--- src/rtl/eth_udp_tx_framer.sv ---
// eth_udp_tx_framer: wraps a 32-bit sample stream into fixed-length Ethernet/IPv4/UDP frames for the TSE MAC TX FIFO.
// Optional macro FRAMER_SEQNUM_EN inserts a per-frame sequence word between the UDP header and the payload.
module eth_udp_tx_framer #(
    parameter int PAYLOAD_WORDS = 256,
    parameter int IP_TTL        = 64
) (
    input  logic        clk,
    input  logic        reset_n,
    input  logic        enable,
    input  logic [47:0] cfg_dst_mac,
    input  logic [47:0] cfg_src_mac,
    input  logic [31:0] cfg_src_ip,
    input  logic [31:0] cfg_dst_ip,
    input  logic [15:0] cfg_src_port,
    input  logic [15:0] cfg_dst_port,
    input  logic [31:0] s_data,
    input  logic        s_valid,
    output logic        s_ready,
    output logic [31:0] ff_tx_data,
    output logic        ff_tx_sop,
    output logic        ff_tx_eop,
    output logic [1:0]  ff_tx_mod,
    output logic        ff_tx_err,
    output logic        ff_tx_crc_fwd,
    output logic        ff_tx_wren,
    input  logic        ff_tx_rdy,
    output logic        busy,
    output logic [15:0] frame_count
);
    typedef enum logic [2:0] {
        S_IDLE    = 3'd0,
        S_CKSUM   = 3'd1,
        S_HDR     = 3'd2,
        S_SEQ     = 3'd3,
        S_PAYLOAD = 3'd4
    } state_t;

`ifdef FRAMER_SEQNUM_EN
    localparam int     SEQ_BYTES = 4;
    localparam state_t HDR_NEXT  = S_SEQ;
`else
    localparam int     SEQ_BYTES = 0;
    localparam state_t HDR_NEXT  = S_PAYLOAD;
`endif
    localparam int          P_BYTES = 4 * PAYLOAD_WORDS + SEQ_BYTES;
    localparam logic [15:0] IP_LEN  = 16'(28 + P_BYTES);
    localparam logic [15:0] UDP_LEN = 16'(8 + P_BYTES);
    localparam logic [8:0]  P_LAST  = 9'(PAYLOAD_WORDS - 1);
    localparam logic [7:0]  TTL     = 8'(IP_TTL);

    state_t      state_q, state_d;
    logic [3:0]  cyc_q, cyc_d;
    logic [3:0]  h_q, h_d;
    logic [8:0]  p_q, p_d;
    logic [19:0] acc_q, acc_d;
    logic [15:0] cksum_q, cksum_d;
    logic [47:0] dmac_q, dmac_d, smac_q, smac_d;
    logic [31:0] sip_q, sip_d, dip_q, dip_d;
    logic [15:0] sport_q, sport_d, dport_q, dport_d;
    logic [15:0] frame_count_q, frame_count_d;

    function automatic logic [15:0] cksum_term(input logic [3:0] cyc, input logic [15:0] ident,
                                               input logic [31:0] sip, input logic [31:0] dip);
        case (cyc)
            4'd0:    return 16'h4500;
            4'd1:    return IP_LEN;
            4'd2:    return ident;
            4'd3:    return 16'h4000;
            4'd4:    return {TTL, 8'h11};
            4'd5:    return sip[31:16];
            4'd6:    return sip[15:0];
            4'd7:    return dip[31:16];
            4'd8:    return dip[15:0];
            default: return 16'h0000;
        endcase
    endfunction

    // Two end-around-carry folds are enough for a sum of nine 16-bit terms.
    function automatic logic [15:0] fold_cksum(input logic [19:0] acc);
        logic [16:0] s1;
        logic [15:0] s2;
        s1 = {1'b0, acc[15:0]} + {13'h0000, acc[19:16]};
        s2 = s1[15:0] + {15'h0000, s1[16]};
        return ~s2;
    endfunction

    // Next-state and datapath register updates.
    always_comb begin
        state_d       = state_q;
        cyc_d         = cyc_q;
        h_d           = h_q;
        p_d           = p_q;
        acc_d         = acc_q;
        cksum_d       = cksum_q;
        dmac_d        = dmac_q;
        smac_d        = smac_q;
        sip_d         = sip_q;
        dip_d         = dip_q;
        sport_d       = sport_q;
        dport_d       = dport_q;
        frame_count_d = frame_count_q;
        case (state_q)
            S_IDLE: begin
                if (enable && s_valid) begin
                    state_d = S_CKSUM;
                    cyc_d   = 4'd0;
                    acc_d   = 20'h00000;
                    dmac_d  = cfg_dst_mac;
                    smac_d  = cfg_src_mac;
                    sip_d   = cfg_src_ip;
                    dip_d   = cfg_dst_ip;
                    sport_d = cfg_src_port;
                    dport_d = cfg_dst_port;
                end else begin
                    state_d = S_IDLE;
                end
            end
            S_CKSUM: begin
                if (cyc_q == 4'd9) begin
                    cksum_d = fold_cksum(acc_q);
                    h_d     = 4'd0;
                    state_d = S_HDR;
                end else begin
                    acc_d = acc_q + {4'h0, cksum_term(cyc_q, frame_count_q, sip_q, dip_q)};
                    cyc_d = cyc_q + 4'd1;
                end
            end
            S_HDR: begin
                if (ff_tx_rdy && (h_q == 4'd10)) begin
                    p_d     = 9'd0;
                    state_d = HDR_NEXT;
                end else if (ff_tx_rdy) begin
                    h_d = h_q + 4'd1;
                end else begin
                    h_d = h_q;
                end
            end
            S_SEQ: begin
                if (ff_tx_rdy) begin
                    state_d = S_PAYLOAD;
                end else begin
                    state_d = S_SEQ;
                end
            end
            S_PAYLOAD: begin
                if (s_valid && ff_tx_rdy && (p_q == P_LAST)) begin
                    state_d       = S_IDLE;
                    frame_count_d = frame_count_q + 16'd1;
                end else if (s_valid && ff_tx_rdy) begin
                    p_d = p_q + 9'd1;
                end else begin
                    p_d = p_q;
                end
            end
            default: state_d = S_IDLE;
        endcase
    end

    // State and datapath registers; async reset truncates any frame in flight.
    always_ff @(posedge clk or negedge reset_n) begin
        if (!reset_n) begin
            state_q       <= S_IDLE;
            cyc_q         <= 4'd0;
            h_q           <= 4'd0;
            p_q           <= 9'd0;
            acc_q         <= 20'h00000;
            cksum_q       <= 16'h0000;
            dmac_q        <= 48'h0;
            smac_q        <= 48'h0;
            sip_q         <= 32'h0;
            dip_q         <= 32'h0;
            sport_q       <= 16'h0000;
            dport_q       <= 16'h0000;
            frame_count_q <= 16'h0000;
        end else begin
            state_q       <= state_d;
            cyc_q         <= cyc_d;
            h_q           <= h_d;
            p_q           <= p_d;
            acc_q         <= acc_d;
            cksum_q       <= cksum_d;
            dmac_q        <= dmac_d;
            smac_q        <= smac_d;
            sip_q         <= sip_d;
            dip_q         <= dip_d;
            sport_q       <= sport_d;
            dport_q       <= dport_d;
            frame_count_q <= frame_count_d;
        end
    end

    // Output mux: header words come from latched fields, payload passes straight through.
    always_comb begin
        ff_tx_data = 32'h0;
        ff_tx_sop  = 1'b0;
        ff_tx_eop  = 1'b0;
        ff_tx_wren = 1'b0;
        s_ready    = 1'b0;
        case (state_q)
            S_HDR: begin
                ff_tx_wren = 1'b1;
                ff_tx_sop  = (h_q == 4'd0);
                case (h_q)
                    4'd0:    ff_tx_data = {16'h0000, dmac_q[47:32]};
                    4'd1:    ff_tx_data = dmac_q[31:0];
                    4'd2:    ff_tx_data = smac_q[47:16];
                    4'd3:    ff_tx_data = {smac_q[15:0], 16'h0800};
                    4'd4:    ff_tx_data = {16'h4500, IP_LEN};
                    4'd5:    ff_tx_data = {frame_count_q, 16'h4000};
                    4'd6:    ff_tx_data = {TTL, 8'h11, cksum_q};
                    4'd7:    ff_tx_data = sip_q;
                    4'd8:    ff_tx_data = dip_q;
                    4'd9:    ff_tx_data = {sport_q, dport_q};
                    4'd10:   ff_tx_data = {UDP_LEN, 16'h0000};
                    default: ff_tx_data = 32'h0;
                endcase
            end
            S_SEQ: begin
                ff_tx_wren = 1'b1;
                ff_tx_data = {16'h0000, frame_count_q};
            end
            S_PAYLOAD: begin
                ff_tx_data = s_data;
                ff_tx_wren = s_valid;
                s_ready    = ff_tx_rdy;
                ff_tx_eop  = (p_q == P_LAST);
            end
            default: ff_tx_data = 32'h0;
        endcase
    end

    assign ff_tx_mod     = 2'b00;
    assign ff_tx_err     = 1'b0;
    assign ff_tx_crc_fwd = 1'b0;
    assign busy          = (state_q != S_IDLE);
    assign frame_count   = frame_count_q;

endmodule

--- config.mk ---
export PLATFORM = sky130hd
export DESIGN_NAME = eth_udp_tx_framer
export DESIGN_NICKNAME = d
export VERILOG_FILES = /design/src/rtl/eth_udp_tx_framer.sv
export SDC_FILE = /design/constraint.sdc
export NUM_CORES = 1
export LEC_CHECK = 0
export ABC_CLOCK_PERIOD_IN_PS = 3900
export BUFFER_PORTS_ARGS = -buffer_cell sky130_fd_sc_hd__buf_2
export CAP_MARGIN = 15
export CORE_MARGIN = 3
export CORE_UTILIZATION = 40
export DETAILED_ROUTE_END_ITERATION = 8
export PLACE_DENSITY = 0.59
export REMOVE_ABC_BUFFERS = 1
export SLEW_MARGIN = 25
export SYNTH_ARGS = -nofsm -noshare
export SYNTH_HDL_FRONTEND = slang
export SYNTH_SLANG_ARGS = --single-unit
--- constraint.sdc ---
create_clock -name clk -period 3.9 [get_ports clk]
set_clock_uncertainty 0.05 [all_clocks]
set_input_delay 0.195 -clock clk [delete_from_list [all_inputs] [get_ports clk]]
set_output_delay 0.195 -clock clk [all_outputs]
set_load 0.02 [all_outputs]
==> out/qor.yml <==
status: "completed"
drt_iter0_drc: 1300
clock.fmax_mhz: 269
syn-instance-count: 1661
synth_seq_cells: 264
hold_slack_ns: 0.0510
syn-cell-area_um2: 14000
yosysUniqueCellTypes: 66
total_number_of_vias: 14200
insertion_delay_ns: 0.57
design.die.area_um2: 37300
congestion_overflow_gr: 0
worst-slew-pin-transition_ns: 1.13
crit_start: "cyc_q[0]"
floorplan.rows: 67
drt-pass1-iter-count: 9
grt_pass1_vias: 14500
clk_transition_reported_paths_ns: 0.06
r2r_start: "cyc_q[0]"
worstPathMaxFanout: 9
report.final.hold_viol_count: 0
worstHoldPathType: "input port to async pin"
grt_pass1_wl_um: 83600
final_layout_setup_total_negative_slack_ns: 0
layout-drive-gt1-share_pct: 18.8
share_of_async_settable_or_async_resettable_flops_after_synthesis_pct: 100
leakage_nw: 9.51
slew-limit-headroom_pct: 24.5
vias_per_cell: 5.50
required_ns: 4.28
part_of_the_yosys_area_used_for_sequential_elements_pct: 47.1
route.detailed.wl_per_inst_um: 20.8
finalSetupViolations: 0
timing.final.crit_period_ns: 3.72
worstSetupPathType: "register to register"
syn-mean-instance-area_um2: 8.44
height_of_the_chip_um: 193
numClockSinks: 264
drt_drc_violations_left: 0
tritoncts: "done"
critical_path.startpoint_type: "register"
grt_setup_unrepaired: "false"
placement.io_buffers: 281
critPathCaptureType: "register"
timing.reg2reg.setup_slack_ns: 0.18
yosysWarningCount: 0
area_growth_pct: 35.0
powerDensity_nw_per_um2: 629
final.period_utilization_pct: 95.4
final_net_count: 2376
worst_ep_arrival_time_ns: 4.10
dp_hpwl_um: 37000
final_replace_weighted_congestion: 0.890
core-area_um2: 34000
antenna_cells: 0
timing.max_cap.violations: 0
clock_tree.buffer_depth: 3
number_of_cts_inserted_buffers: 30
timing_max_transition_violations_final: 0
die_x_um: 193
vdd_ir_drop_max_mv: 0.483
gr-usage-all-layers_pct: 28.0
routed_wl_um: 53600
cts.htree.levels: 1
ys_dominant_reg_cell: "dfrtp_1"
synth-edff-count: 0
final_antenna_net_count: 0
grt_max_degree: 119
initial_util_pct: 41.2
clk_root_buffer_cell: "clkbuf_16"
floorplan.io_pins: 286
initial_antenna_violation_count: 0
critical path, cell delays in order, from the launching register on:
cell	delay [ns]
dfrtp_1	0.43
inv_1	0.10
ha_1	0.22
buf_4	0.16
and2_1	0.22
buf_4	0.21
a22o_1	0.18
nor2_1	0.09
o21ai_0	0.16
ha_1	0.37
a21o_1	0.23
a21o_1	0.18
a21o_1	0.18
or4_1	0.41
a21oi_2	0.15
nor4b_1	0.09
mux2i_1	0.12
worst paths after layout:
check                              end  depth (start not counted)
setup / recovery             acc_q[18]                         16
hold / removal              sport_q[2]                          2
setup reg to reg             acc_q[18]                         16
hold reg to reg             smac_q[31]                          2
max in group asynchronous  dport_q[15]                          4
min in group clk            state_q[2]                          3
cell usage in the layout, fill, tap and decap left out, types with 30 or more instances in the layout:
| cell | n |
|---|---|
| buf_4 | 48 |
| clkbuf_16 | 30 |
| nor2_1 | 45 |
| a21oi_1 | 40 |
| buf_2 | 280 |
| nand2_1 | 664 |
| a31oi_1 | 34 |
| dlygate4sd3_1 | 195 |
| o21ai_0 | 39 |
| dfrtp_1 | 264 |
| a22oi_1 | 63 |
| ha_1 | 33 |
power breakdown:
group	switching [mW]	internal, mW	total, mW
Sequential	0.989	3.83	4.82
Clock	1.14	1.47	2.62
Combinational	2.77	1.69	4.47
Total	4.91	7.00	11.9
cells by family (layout without fill, tap and decap cells):
| logic type | Yosys count | count (layout) | share of synthesized area (%) |
|---|---|---|---|
| buf+inv | 131 | 595 | 3.68 |
| xor+xnor | 55 | 55 | 3.44 |
| simple gates | 837 | 837 | 24.8 |
| fa+ha+maj | 35 | 35 | 3.23 |
| other cells | 1 | 4 | 0.0268 |
| mux | 10 | 10 | 0.723 |
| flops | 264 | 264 | 47.1 |
| compound gates | 328 | 328 | 17.0 |
synthesized netlist by cell type (14+ instances only):
library cell	n	area share, %
nand2_1	664	18
dfrtp_1	264	47
clkbuf_1	96	2.6
a22oi_1	63	3.4
nor2_1	46	1.2
o21ai_0	43	1.5
a21oi_1	41	1.5
a31oi_1	34	1.5
ha_1	33	2.9
xnor2_1	28	1.7
xor2_1	27	1.7
a222oi_1	23	1.6
a22o_1	23	1.4
nand3_1	22	0.79
a21o_1	21	1.1
a221oi_1	19	1.2
nand4_1	19	0.85
nor3_1	17	0.61
a221o_1	16	1.1
inv_1	16	0.43
and2_1	14	0.62
through the flow:
step / utilization (%) / power (mW) / cells / area (µm²) / worst slack (ns)
5_1_grt: 55.6 / 12.7 / 2576 / 18900 / 0.00292
2_1_floorplan: - / 7.30 / 1550 / 13600 / -1.60
6_report: 55.6 / 11.9 / 2576 / 18900 / 0.180
3_3_place_gp: 47.1 / 9.01 / 2332 / 16000 / 0.0759
3_5_place_dp: 47.2 / 9.08 / 2332 / 16000 / -0.0873
4_1_cts: 55.5 / 11.9 / 2575 / 18900 / 0.101
sequential cells by signal, indices dropped and copies added (netlist names):
register	flops
state_q	3
sport_q	16
dmac_q	48
cyc_q	4
smac_q	48
sip_q	32
dport_q	16
dip_q	32
acc_q	20
h_q	4
p_q	9
cksum_q	16
frame_count	16
timing repair:
action,CTS,global route
setup buffers,0,0
cloned,0,0
hold endpoints to repair,306,0
hold buffers,195,0
setup endpoints to repair,3,7
resized for setup,2,7
routing by layer:
metal	global-route usage [%]	share of wire [%]	vias to the layer above	wire [µm]
met5	0	0	-	0
met4	7.88	3.0	0	1630
met3	5.06	7.6	96	4060
met2	46.8	47	582	25100
met1	37.5	43	6873	22800
li1	-	-	6619	-
layout make-up:
| type | count | area, µm² |
|---|---|---|
| Sequential cell | 264 | 6610 |
| Clock buffer | 42 | 836 |
| Clock inverter | 6 | 43.8 |
| Timing Repair Buffer | 530 | 3860 |
| Fill cell | 3137 | 15100 |
| Inverter | 17 | 63.8 |
| Tap cell | 448 | 561 |
| Multi-Input combinational cell | 1269 | 6960 |
Power figures use the tool's default switching activity.
